===== config.mk =====
export PLATFORM = sky130hd
export DESIGN_NAME = ppu_pixel_sink
export DESIGN_NICKNAME = d
export VERILOG_FILES = /design/src/rtl/ppu_pkg.sv /design/src/rtl/ppu_px_packer.sv /design/src/rtl/ppu_pixel_sink.sv
export SDC_FILE = /design/constraint.sdc
export NUM_CORES = 1
export LEC_CHECK = 0
export BUFFER_PORTS_ARGS = -buffer_cell sky130_fd_sc_hd__buf_2
export CORE_ASPECT_RATIO = 0.5
export CORE_MARGIN = 2
export CORE_UTILIZATION = 35
export DETAILED_ROUTE_END_ITERATION = 7
export GPL_ROUTABILITY_DRIVEN = 0
export PLACE_DENSITY_LB_ADDON = 0.25
export SETUP_SLACK_MARGIN = 0.1
export SYNTH_ARGS = -nofsm -noshare
export SYNTH_HDL_FRONTEND = slang
export SYNTH_SLANG_ARGS = --single-unit

===== constraint.sdc =====
create_clock -name clk -period 2.8 [get_ports clk]
set_input_delay 0.14 -clock clk [delete_from_list [all_inputs] [get_ports clk]]
set_output_delay 0.14 -clock clk [all_outputs]
set_load 0.03 [all_outputs]

===== src/rtl/ppu_pkg.sv =====
`default_nettype none
// ============================================================================
// Module   : ppu_pkg
// Purpose  : Shared PPU types and screen geometry for the PPU and pixel sink.
// Revision : 1.0 - initial release
// ============================================================================
package ppu_pkg;

    typedef enum logic [1:0] {
        H_BLANK = 2'd0,
        V_BLANK = 2'd1,
        SCAN    = 2'd2,
        DRAW    = 2'd3
    } ppu_mode_e;

    localparam int LCD_W          = 160;
    localparam int LCD_H          = 144;
    localparam int BYTES_PER_LINE = 40;

    typedef enum logic [1:0] {
        ST_OFF       = 2'd0,
        ST_ACTIVE    = 2'd1,
        ST_DONE_LINE = 2'd2,
        ST_VBLANK    = 2'd3
    } sink_state_e;

    function automatic logic [1:0] pal_shade(input logic [7:0] bgp, input logic [1:0] px);
        return bgp[{px, 1'b0} +: 2];
    endfunction

endpackage
`default_nettype wire


===== src/rtl/ppu_px_packer.sv =====
`default_nettype none
// ============================================================================
// Module   : ppu_px_packer
// Purpose  : Maps raw pixels through the palette and packs four shades/byte.
// Revision : 1.0 - initial release
// ============================================================================
module ppu_px_packer
    import ppu_pkg::*;
(
    input  logic       clk,
    input  logic       rst,
    input  logic [7:0] i_bgp,
    input  logic [1:0] i_px,
    input  logic       i_valid,
    input  logic       i_flush,
    input  logic       i_clear,
    output logic [7:0] o_byte,
    output logic       o_byte_stb
);

    logic [7:0] r_pack;
    logic [1:0] r_cnt;
    logic [7:0] r_byte;
    logic       r_stb;
    logic [1:0] w_shade;
    logic [7:0] w_merged;

    assign w_shade  = pal_shade(i_bgp, i_px);
    // Slot k occupies bits [7-2k:6-2k], so the first pixel lands in the MSBs.
    assign w_merged = r_pack | ({w_shade, 6'b000000} >> {r_cnt, 1'b0});

    always_ff @(posedge clk) begin
        if (rst) begin
            r_pack <= 8'd0;
            r_cnt  <= 2'd0;
            r_byte <= 8'd0;
            r_stb  <= 1'b0;
        end else begin
            r_stb <= 1'b0;
            if (i_clear) begin
                r_pack <= 8'd0;
                r_cnt  <= 2'd0;
            end else if (i_valid) begin
                if (r_cnt == 2'd3) begin
                    r_byte <= w_merged;
                    r_stb  <= 1'b1;
                    r_pack <= 8'd0;
                end else begin
                    r_pack <= w_merged;
                end
                r_cnt <= r_cnt + 2'd1;
            end else if (i_flush && (r_cnt != 2'd0)) begin
                r_byte <= r_pack;
                r_stb  <= 1'b1;
                r_pack <= 8'd0;
                r_cnt  <= 2'd0;
            end
        end
    end

    assign o_byte     = r_byte;
    assign o_byte_stb = r_stb;

endmodule
`default_nettype wire


===== src/rtl/ppu_pixel_sink.sv =====
`default_nettype none
// ============================================================================
// Module   : ppu_pixel_sink
// Purpose  : Collects PPU pixels into a packed 2bpp framebuffer byte stream.
// Revision : 1.0 - initial release
// ============================================================================
module ppu_pixel_sink #(
    parameter int LCD_W = ppu_pkg::LCD_W,
    parameter int LCD_H = ppu_pkg::LCD_H
) (
    input  logic        clk,
    input  logic        rst,
    input  logic        LCD_EN,
    input  logic [1:0]  PPU_MODE,
    input  logic [1:0]  PX_IN,
    input  logic        PX_valid,
    input  logic [7:0]  BGP,
    input  logic        ERR_CLR,
    output logic        FB_WE,
    output logic [12:0] FB_ADDR,
    output logic [7:0]  FB_DATA,
    output logic        FRAME_DONE,
    output logic        LINE_SHORT,
    output logic        LINE_OVER,
    output logic [7:0]  Y_CNT
);

    import ppu_pkg::*;

    localparam logic [7:0]  c_W8  = 8'(LCD_W);
    localparam logic [7:0]  c_H8  = 8'(LCD_H);
    localparam logic [12:0] c_BPL = 13'(BYTES_PER_LINE);

    sink_state_e r_state;
    sink_state_e w_next;
    logic [7:0]  r_x;
    logic [7:0]  r_y;
    logic [12:0] r_addr;
    logic        r_frame_done;
    logic        r_short;
    logic        r_over;

    logic        w_draw;
    logic        w_vblank;
    logic        w_active;
    logic        w_in_range;
    logic        w_accept;
    logic        w_drop;
    logic        w_leave;
    logic        w_wr_event;
    logic        w_enter_vblank;
    logic [12:0] w_addr;

    assign w_draw   = (PPU_MODE == DRAW);
    assign w_vblank = (PPU_MODE == V_BLANK);

    always_comb begin
        w_next     = r_state;
        w_active   = 1'b0;
        w_in_range = 1'b0;
        w_accept   = 1'b0;
        w_drop     = 1'b0;
        w_leave    = 1'b0;
        w_wr_event = 1'b0;

        if (!LCD_EN) begin
            w_next = ST_OFF;
        end else begin
            case (r_state)
                ST_OFF:       if (w_draw) w_next = ST_ACTIVE;
                ST_ACTIVE:    if (!w_draw) w_next = ST_DONE_LINE;
                ST_DONE_LINE: begin
                    if (w_vblank)    w_next = ST_VBLANK;
                    else if (w_draw) w_next = ST_ACTIVE;
                end
                ST_VBLANK:    if (w_draw) w_next = ST_ACTIVE;
                default:      w_next = ST_OFF;
            endcase
        end

        w_active   = LCD_EN && (r_state == ST_ACTIVE) && w_draw;
        w_in_range = (r_x < c_W8) && (r_y < c_H8);
        w_accept   = w_active && PX_valid && w_in_range;
        w_drop     = w_active && PX_valid && !w_in_range;
        w_leave    = LCD_EN && (r_state == ST_ACTIVE) && !w_draw;
        // x mod 4 mirrors the packer's slot count because lines start at x=0.
        w_wr_event = (w_accept && (r_x[1:0] == 2'd3)) ||
                     (w_leave && (r_x[1:0] != 2'd0));
    end

    assign w_enter_vblank = (w_next == ST_VBLANK) && (r_state != ST_VBLANK);
    assign w_addr         = ({5'd0, r_y} * c_BPL) + {7'd0, r_x[7:2]};

    always_ff @(posedge clk) begin
        if (rst) begin
            r_state      <= ST_OFF;
            r_x          <= 8'd0;
            r_y          <= 8'd0;
            r_addr       <= 13'd0;
            r_frame_done <= 1'b0;
            r_short      <= 1'b0;
            r_over       <= 1'b0;
        end else begin
            r_state      <= w_next;
            r_frame_done <= w_enter_vblank;

            if (w_wr_event) begin
                r_addr <= w_addr;
            end

            if (w_next == ST_OFF) begin
                r_x <= 8'd0;
                r_y <= 8'd0;
            end else if (w_leave) begin
                r_x <= 8'd0;
                if (r_y < c_H8) begin
                    r_y <= r_y + 8'd1;
                end
            end else if (w_enter_vblank) begin
                r_y <= 8'd0;
            end else if (w_accept) begin
                r_x <= r_x + 8'd1;
            end

            // A new error on the clearing cycle keeps its flag set.
            r_short <= (w_leave && (r_x < c_W8)) | (r_short & ~ERR_CLR);
            r_over  <= w_drop | (r_over & ~ERR_CLR);
        end
    end

    ppu_px_packer u_packer (
        .clk        (clk),
        .rst        (rst),
        .i_bgp      (BGP),
        .i_px       (PX_IN),
        .i_valid    (w_accept),
        .i_flush    (w_leave),
        .i_clear    (w_next == ST_OFF),
        .o_byte     (FB_DATA),
        .o_byte_stb (FB_WE)
    );

    assign FB_ADDR    = r_addr;
    assign FRAME_DONE = r_frame_done;
    assign LINE_SHORT = r_short;
    assign LINE_OVER  = r_over;
    assign Y_CNT      = r_y;

endmodule
`default_nettype wire


==> qor.yml, run 1 <==
synth-async-reset-ratio: 0
ant_nets: 0
synth_area_per_cell_um2: 8.71
cts_tree: "built"
gr-total-overflow: 0
synth_area_leaders: "dfxtp_1 (37%), ha_1 (11%), nor2_1 (6.9%)"
final.setup.tns_ns: 0
wl_um: 6350
cpMostUsedCell: "ha_1"
dieHeight_um: 67.8
r2r_setup_slack_ns: 0.27
worst_ep_arrival_time_ns: 2.75
post-route-min-period_ns: 2.53
path_cells: "ha_1 -> ha_1 -> or4b_2 -> o2111ai_1 -> nand4_1 -> xnor2_1 -> a211oi_1"
syn_nets: 370
drt_iter0_markers: 81
synth_edf_count: 0
seq_area_frac_synth: 0.373
grt_pass1_vias: 2362
clkPwrFrac: 0.435
synth_commonest_cells: "dfxtp_1 (53), nor2_1 (52), nand2_1 (28)"
postCtsSetupBuffers: 0
power_switching_mw: 0.351
power_density_nw_per_um2: 434
crit_type: "reg2reg"
status: "finished clean"
p_seq_frac: 0.515
rsz0062_at_grt: "false"
core_area_um2: 7940
internal-power_mw: 1.12
clk_pin_slew_ns: 0.07
use_met3: 0.0398
synth_top_area_frac: 0.373
start_util: 0.359
ys_types: 49
final_hold_viol_count: 0
hold_class: "in2reg"
drv_cap: 0
netlist_instances: 327
die_w_um: 132
fin_util: 0.427
vias: 2445
syn2layout_area_growth_pct: 19.0
finClkSkew_ns: 0.00573
postCtsHoldBufs: 0
cp_num_buf_inv: 0
fin_nets: 422
drt-pass1-iter-count: 4
end_kind: "flip-flop"
clock-sinks: 53
fill_cells: 811
path_delay_family: "simple AND/OR/NAND/NOR gates"
synthFlopType: "dfxtp_1"
drive_gt1_frac: 0.208
yosysMostFrequentCell: "dfxtp_1"
setup_viol: 0
antenna_found_initial: 0
slew_headroom: 0.538
cts_max_path_buffers: 2
antenna_cells: 0
synth-seq-cells: 53
maxSlewViolCount: 0
critPathMaxStageDelay_ns: 0.61
grt_pass1_wl_um: 10600
grtUsageMet2: 0.276
h-tree-depth: 2
use_met1: 0.168
fin_crit_sh: 0.904
required_ns: 3.02
power.leakage_nw: 1.39
p_sw_frac: 0.239
clock.fmax_mhz: 395
yosys_warnings: 0
yosys.area.top_type: "dfxtp_1"
io_pins: 50
busiest_layer: "met2"
rows: 23
cp_slowest_cell: "or4b_2"
cts_root_buffer: "clkbuf_16"
drc: 0
dieArea_um2: 8920
worst-path-max-fanout: 7
numPortBuffers: 49
p_comb_frac: 0.050
cts_inserted_buffers: 5
netlist_area_um2: 2850
worstMarginPinSlew_ns: 0.693
grtUsageTotal: 0.148
hpwlAfterDp_um: 4870
insertion_delay_ns: 0.30
wire_per_inst_um: 12.9
grt_max_degree: 26
viasPerCell: 4.97
startpoint_type: "flip-flop"
max-vdd-ir-drop_mv: 0.238
==> per-stage QoR <==
stage | setup WS, ns | std cells | hold WS [ns] | instance area [µm²] | total power, mW
after floorplan | 0.152 | 327 | 0.323 | 2850 | 0.818
after CTS | 0.160 | 492 | 0.154 | 3380 | 1.49
after global placement | 0.263 | 484 | 0.437 | 3230 | 0.845
after global routing | 0.100 | 492 | 0.165 | 3390 | 1.53
final | 0.268 | 492 | 0.155 | 3390 | 1.47
after detailed placement | 0.198 | 484 | 0.442 | 3230 | 0.848
==> routing by layer <==
layer	up-vias	share of wire
met5	-	0
met4	0	0.0098
met3	6	0.034
met2	34	0.49
met1	1136	0.47
li1	1269	-
==> cell usage in the layout, fill, tap and decap left out, types with 2 or more instances in the layout <==
master / n
a211oi_1: 17
a21o_1: 3
a21oi_1: 26
a31oi_1: 8
a41oi_1: 2
buf_2: 49
buf_4: 6
clkbuf_16: 5
dfxtp_1: 49
dfxtp_2: 4
fa_1: 2
ha_1: 24
inv_1: 13
mux4_2: 2
nand2_1: 28
nand2b_1: 4
nand3_1: 6
nand4_1: 2
nor2_1: 52
nor3_1: 8
nor4b_1: 2
o2111ai_1: 3
o211ai_1: 3
o21ai_0: 10
o21ai_2: 2
o21bai_1: 2
o31a_1: 2
o31ai_1: 2
or3_1: 4
xnor2_1: 7
xor2_1: 11
==> worst paths after layout <==
path / from / to / cells after the start
max: Y_CNT[7] / FB_ADDR[12] / 7
min reg2reg: FB_ADDR[6] / FB_ADDR[6] / 2
max reg2reg: Y_CNT[7] / FB_ADDR[12] / 7
min: ERR_CLR / LINE_OVER / 4
==> power groups by stage <==
stage | Clock (mW) | Combinational [mW] | Sequential (mW)
3_5_place_dp | 0 | 0.0734 | 0.774
6_report | 0.640 | 0.0736 | 0.756
4_1_cts | 0.657 | 0.0739 | 0.756
3_3_place_gp | 0 | 0.0709 | 0.774
2_1_floorplan | 0 | 0.0434 | 0.775
5_1_grt | 0.691 | 0.0819 | 0.756
==> cell type report <==
class                           count  area (µm²)  area share
Multi-Input combinational cell    251        1690       0.500
Sequential cell                    53        1070       0.315
Timing Repair Buffer               55         290      0.0856
Tap cell                          112         140      0.0413
Clock buffer                        5         125      0.0369
Inverter                           13        48.8      0.0144
Clock inverter                      3        25.0     0.00738
==> what timing repair did <==
| action | in CTS | in global routing |
|---|---|---|
| gates resized for setup | 0 | 5 |
| setup endpoints to repair | 0 | 3 |
| hold endpoints to repair | 0 | 0 |
==> worst min-delay path, delay by kind of cell <==
kind	cells	cell delay, ns
buffers and inverters	2	0.11
AO/OA/AOI/OAI	1	0.11
AND/OR/NAND/NOR	1	0.04
==> registers in the layout, summed over array words and instances (netlist names), 2 cells and up <==
| signal | count |
|---|---|
| FB_ADDR | 13 |
| Y_CNT | 8 |
| r_state | 2 |
| r_x | 8 |
| u_packer.o_byte | 8 |
| u_packer.r_cnt | 2 |
| u_packer.r_pack | 8 |
==> cells by family after synthesis <==
| family | synth area share |
|---|---|
| and+or+nand+nor | 0.188 |
| xor gates and xnor gates | 0.0584 |
| DFF | 0.373 |
| AOI/OAI and AO/OA | 0.203 |
| muxes | 0.0233 |
| adders and majority gates | 0.120 |
| buffers and inverters | 0.0352 |
Note: power is estimated with default switching activity, not from simulation.
==> run 2: changes to the inputs <==
--- a/config.mk
+++ b/config.mk
@@ -8,7 +8,7 @@
 export BUFFER_PORTS_ARGS = -buffer_cell sky130_fd_sc_hd__buf_2
 export CORE_ASPECT_RATIO = 0.5
 export CORE_MARGIN = 2
-export CORE_UTILIZATION = 35
+export CORE_UTILIZATION = 56
 export DETAILED_ROUTE_END_ITERATION = 7
 export GPL_ROUTABILITY_DRIVEN = 0
 export PLACE_DENSITY_LB_ADDON = 0.25
==> run 2 against run 1 <==
Effect of this change:
- utilization rose by 24 points
- first-iteration DRC count fell by 2.5%
- combinational power fell by 4.2%
- critical endpoint unchanged
- worst setup slack got worse by 0.023 ns
- cell count fell by 9.1%
- sequential share of layout area rose by 1.2 points
- non-clock buffer count fell by 3
- flip-flop and latch count did not move
==> qor.yml, run 2 (synthesis results as in run 1) <==
cts_root_buffer: "clkbuf_8"
grt_pass1_wl_um: 9910  # -6.2%
largest_reg_flops: 13  # unchanged
slew_headroom: 0.560  # +0.0222
dpl_cell_area_um2: 3150  # -2.3%
wl_um: 6080  # -4.3%
io_pins: 50  # unchanged
drive_gt1_frac: 0.215  # +0.00696
fill_cells: 434  # -46%
dieArea_um2: 5710  # -36%
final_hold_viol_count: 0  # unchanged
finClkSkew_ns: 0.00296  # -0.00277 ns
status: "finished clean"
grt_pass1_vias: 2317  # -1.9%
design_area_um2: 3290  # -2.9%
max-vdd-ir-drop_mv: 0.236  # -1.0%
clock.fmax_mhz: 391  # -0.92%
ant_nets: 0  # unchanged
rsz0062_at_grt: "false"
endpoint: "FB_ADDR[12]"
insertion_delay_ns: 0.31  # about the same
final.setup.tns_ns: 0  # unchanged
cts_tree: "built"
end_kind: "flip-flop"
grt_max_degree: 26  # unchanged
drt-pass1-iter-count: 4  # unchanged
crit_type: "reg2reg"
setup_ws_ns: 0.245  # -0.0234 ns
clock-sinks: 53  # unchanged
drc: 0  # unchanged
hold_class: "in2reg"
fin_nets: 419  # -0.71%
cts.repair.resized: 0  # unchanged
cts_max_path_buffers: 2  # unchanged
startpoint_type: "flip-flop"
worst-path-max-fanout: 7  # unchanged
gr-total-overflow: 0  # unchanged
numPortBuffers: 49  # unchanged
drt_iter0_markers: 79  # -2.5%
startpoint: "Y_CNT[3]"
antenna_cells: 0  # unchanged
power.leakage_nw: 1.36  # -2.2%
reg2reg_to: "FB_ADDR[12]"
setup_viol: 0  # unchanged
syn2layout_area_growth_pct: 15.6
r2r_setup_slack_ns: 0.25  # -0.02 ns
start_util: 0.580  # +0.221
grtUsageTotal: 0.219  # +0.0715
fin_crit_sh: 0.912  # +0.00836
hpwlAfterDp_um: 4560  # -6.5%
rows: 18  # -22%
post-route-min-period_ns: 2.55  # +0.0234 ns
drv_cap: 0  # unchanged
core_area_um2: 4910  # -38%
ff2ff_path_depth: 8  # +1
p_total_mw: 1.28  # -13%
postCtsSetupBuffers: 0  # unchanged
power_density_nw_per_um2: 388  # -11%
antenna_found_initial: 0  # unchanged
worstMarginPinSlew_ns: 0.660  # -0.0332 ns
required_ns: 3.03  # about the same
wire_per_inst_um: 13.6  # +5.4%
die_w_um: 105  # -20%
dieHeight_um: 54.4  # -20%
worstReg2RegStart: "Y_CNT[3]"
worst_ep_arrival_time_ns: 2.78  # +0.03 ns
vias: 2516  # +2.9%
postCtsHoldBufs: 0  # unchanged
maxSlewViolCount: 0  # unchanged
layout_commonest_cell: "nor2_1"
cts_inserted_buffers: 5  # unchanged
viasPerCell: 5.63  # +13%
clk_pin_slew_ns: 0.09  # +0.02 ns
h-tree-depth: 2  # unchanged
place_ws_ns: 0.139  # -0.0588 ns
layout_common_cells: "nor2_1 (52), buf_2 (49), dfxtp_1 (47)"
[run 2: stage by stage]
step,hold slack (ns),util,cells
finish,0.146,0.670,447
global route,0.180,0.670,447
CTS,0.135,0.662,447
detailed placement,0.440,0.642,439
global placement,0.436,0.642,439
floorplan,0.323,-,327
[run 2: how the worst min path moves through the flow]
| stage | start | endpoint | slack [ns] | cells past startpoint |
|---|---|---|---|---|
| floorplan | LCD_EN | r_state[1] | 0.32 | 2 |
| global placement | FB_ADDR[0] | FB_ADDR[0] | 0.44 | 2 |
| detailed placement | FB_ADDR[1] | FB_ADDR[1] | 0.44 | 2 |
| CTS | ERR_CLR | LINE_OVER | 0.14 | 4 |
| global route | LCD_EN | r_state[0] | 0.18 | 3 |
| finish | ERR_CLR | LINE_OVER | 0.15 | 4 |
[run 2: layer usage]
layer	share of wire	vias to the layer above	global-route usage
li1	-	1273	-
met5	0	-	0
met1	0.47	1188	0.253
met4	0.0084	0	0.0533
met2	0.49	48	0.432
met3	0.036	7	0.0488
[run 2: critical path, cell delays in order, from the launching register on]
cell	delay (ns)
dfxtp_2	0.37
ha_1	0.30
ha_1	0.36
o21ai_0	0.14
or4b_2	0.64
o2111ai_2	0.13
nand4_1	0.15
xnor2_1	0.15
a211oi_1	0.22
[run 2: area by class of cell]
cell class	count	area, µm²	area share
Inverter	13	48.8	0.0148
Multi-Input combinational cell	251	1720	0.522
Tap cell	70	87.6	0.0266
Sequential cell	53	1070	0.326
Clock inverter	2	13.8	0.00418
Timing Repair Buffer	52	268	0.0813
Clock buffer	6	82.6	0.0251
[run 2: power by group]
group          switching (mW)  leakage [nW]  internal, mW
Combinational          0.0460         0.874        0.0245
Sequential            0.00194         0.430         0.753
Clock                   0.251        0.0512         0.201
Total                   0.299          1.36         0.978
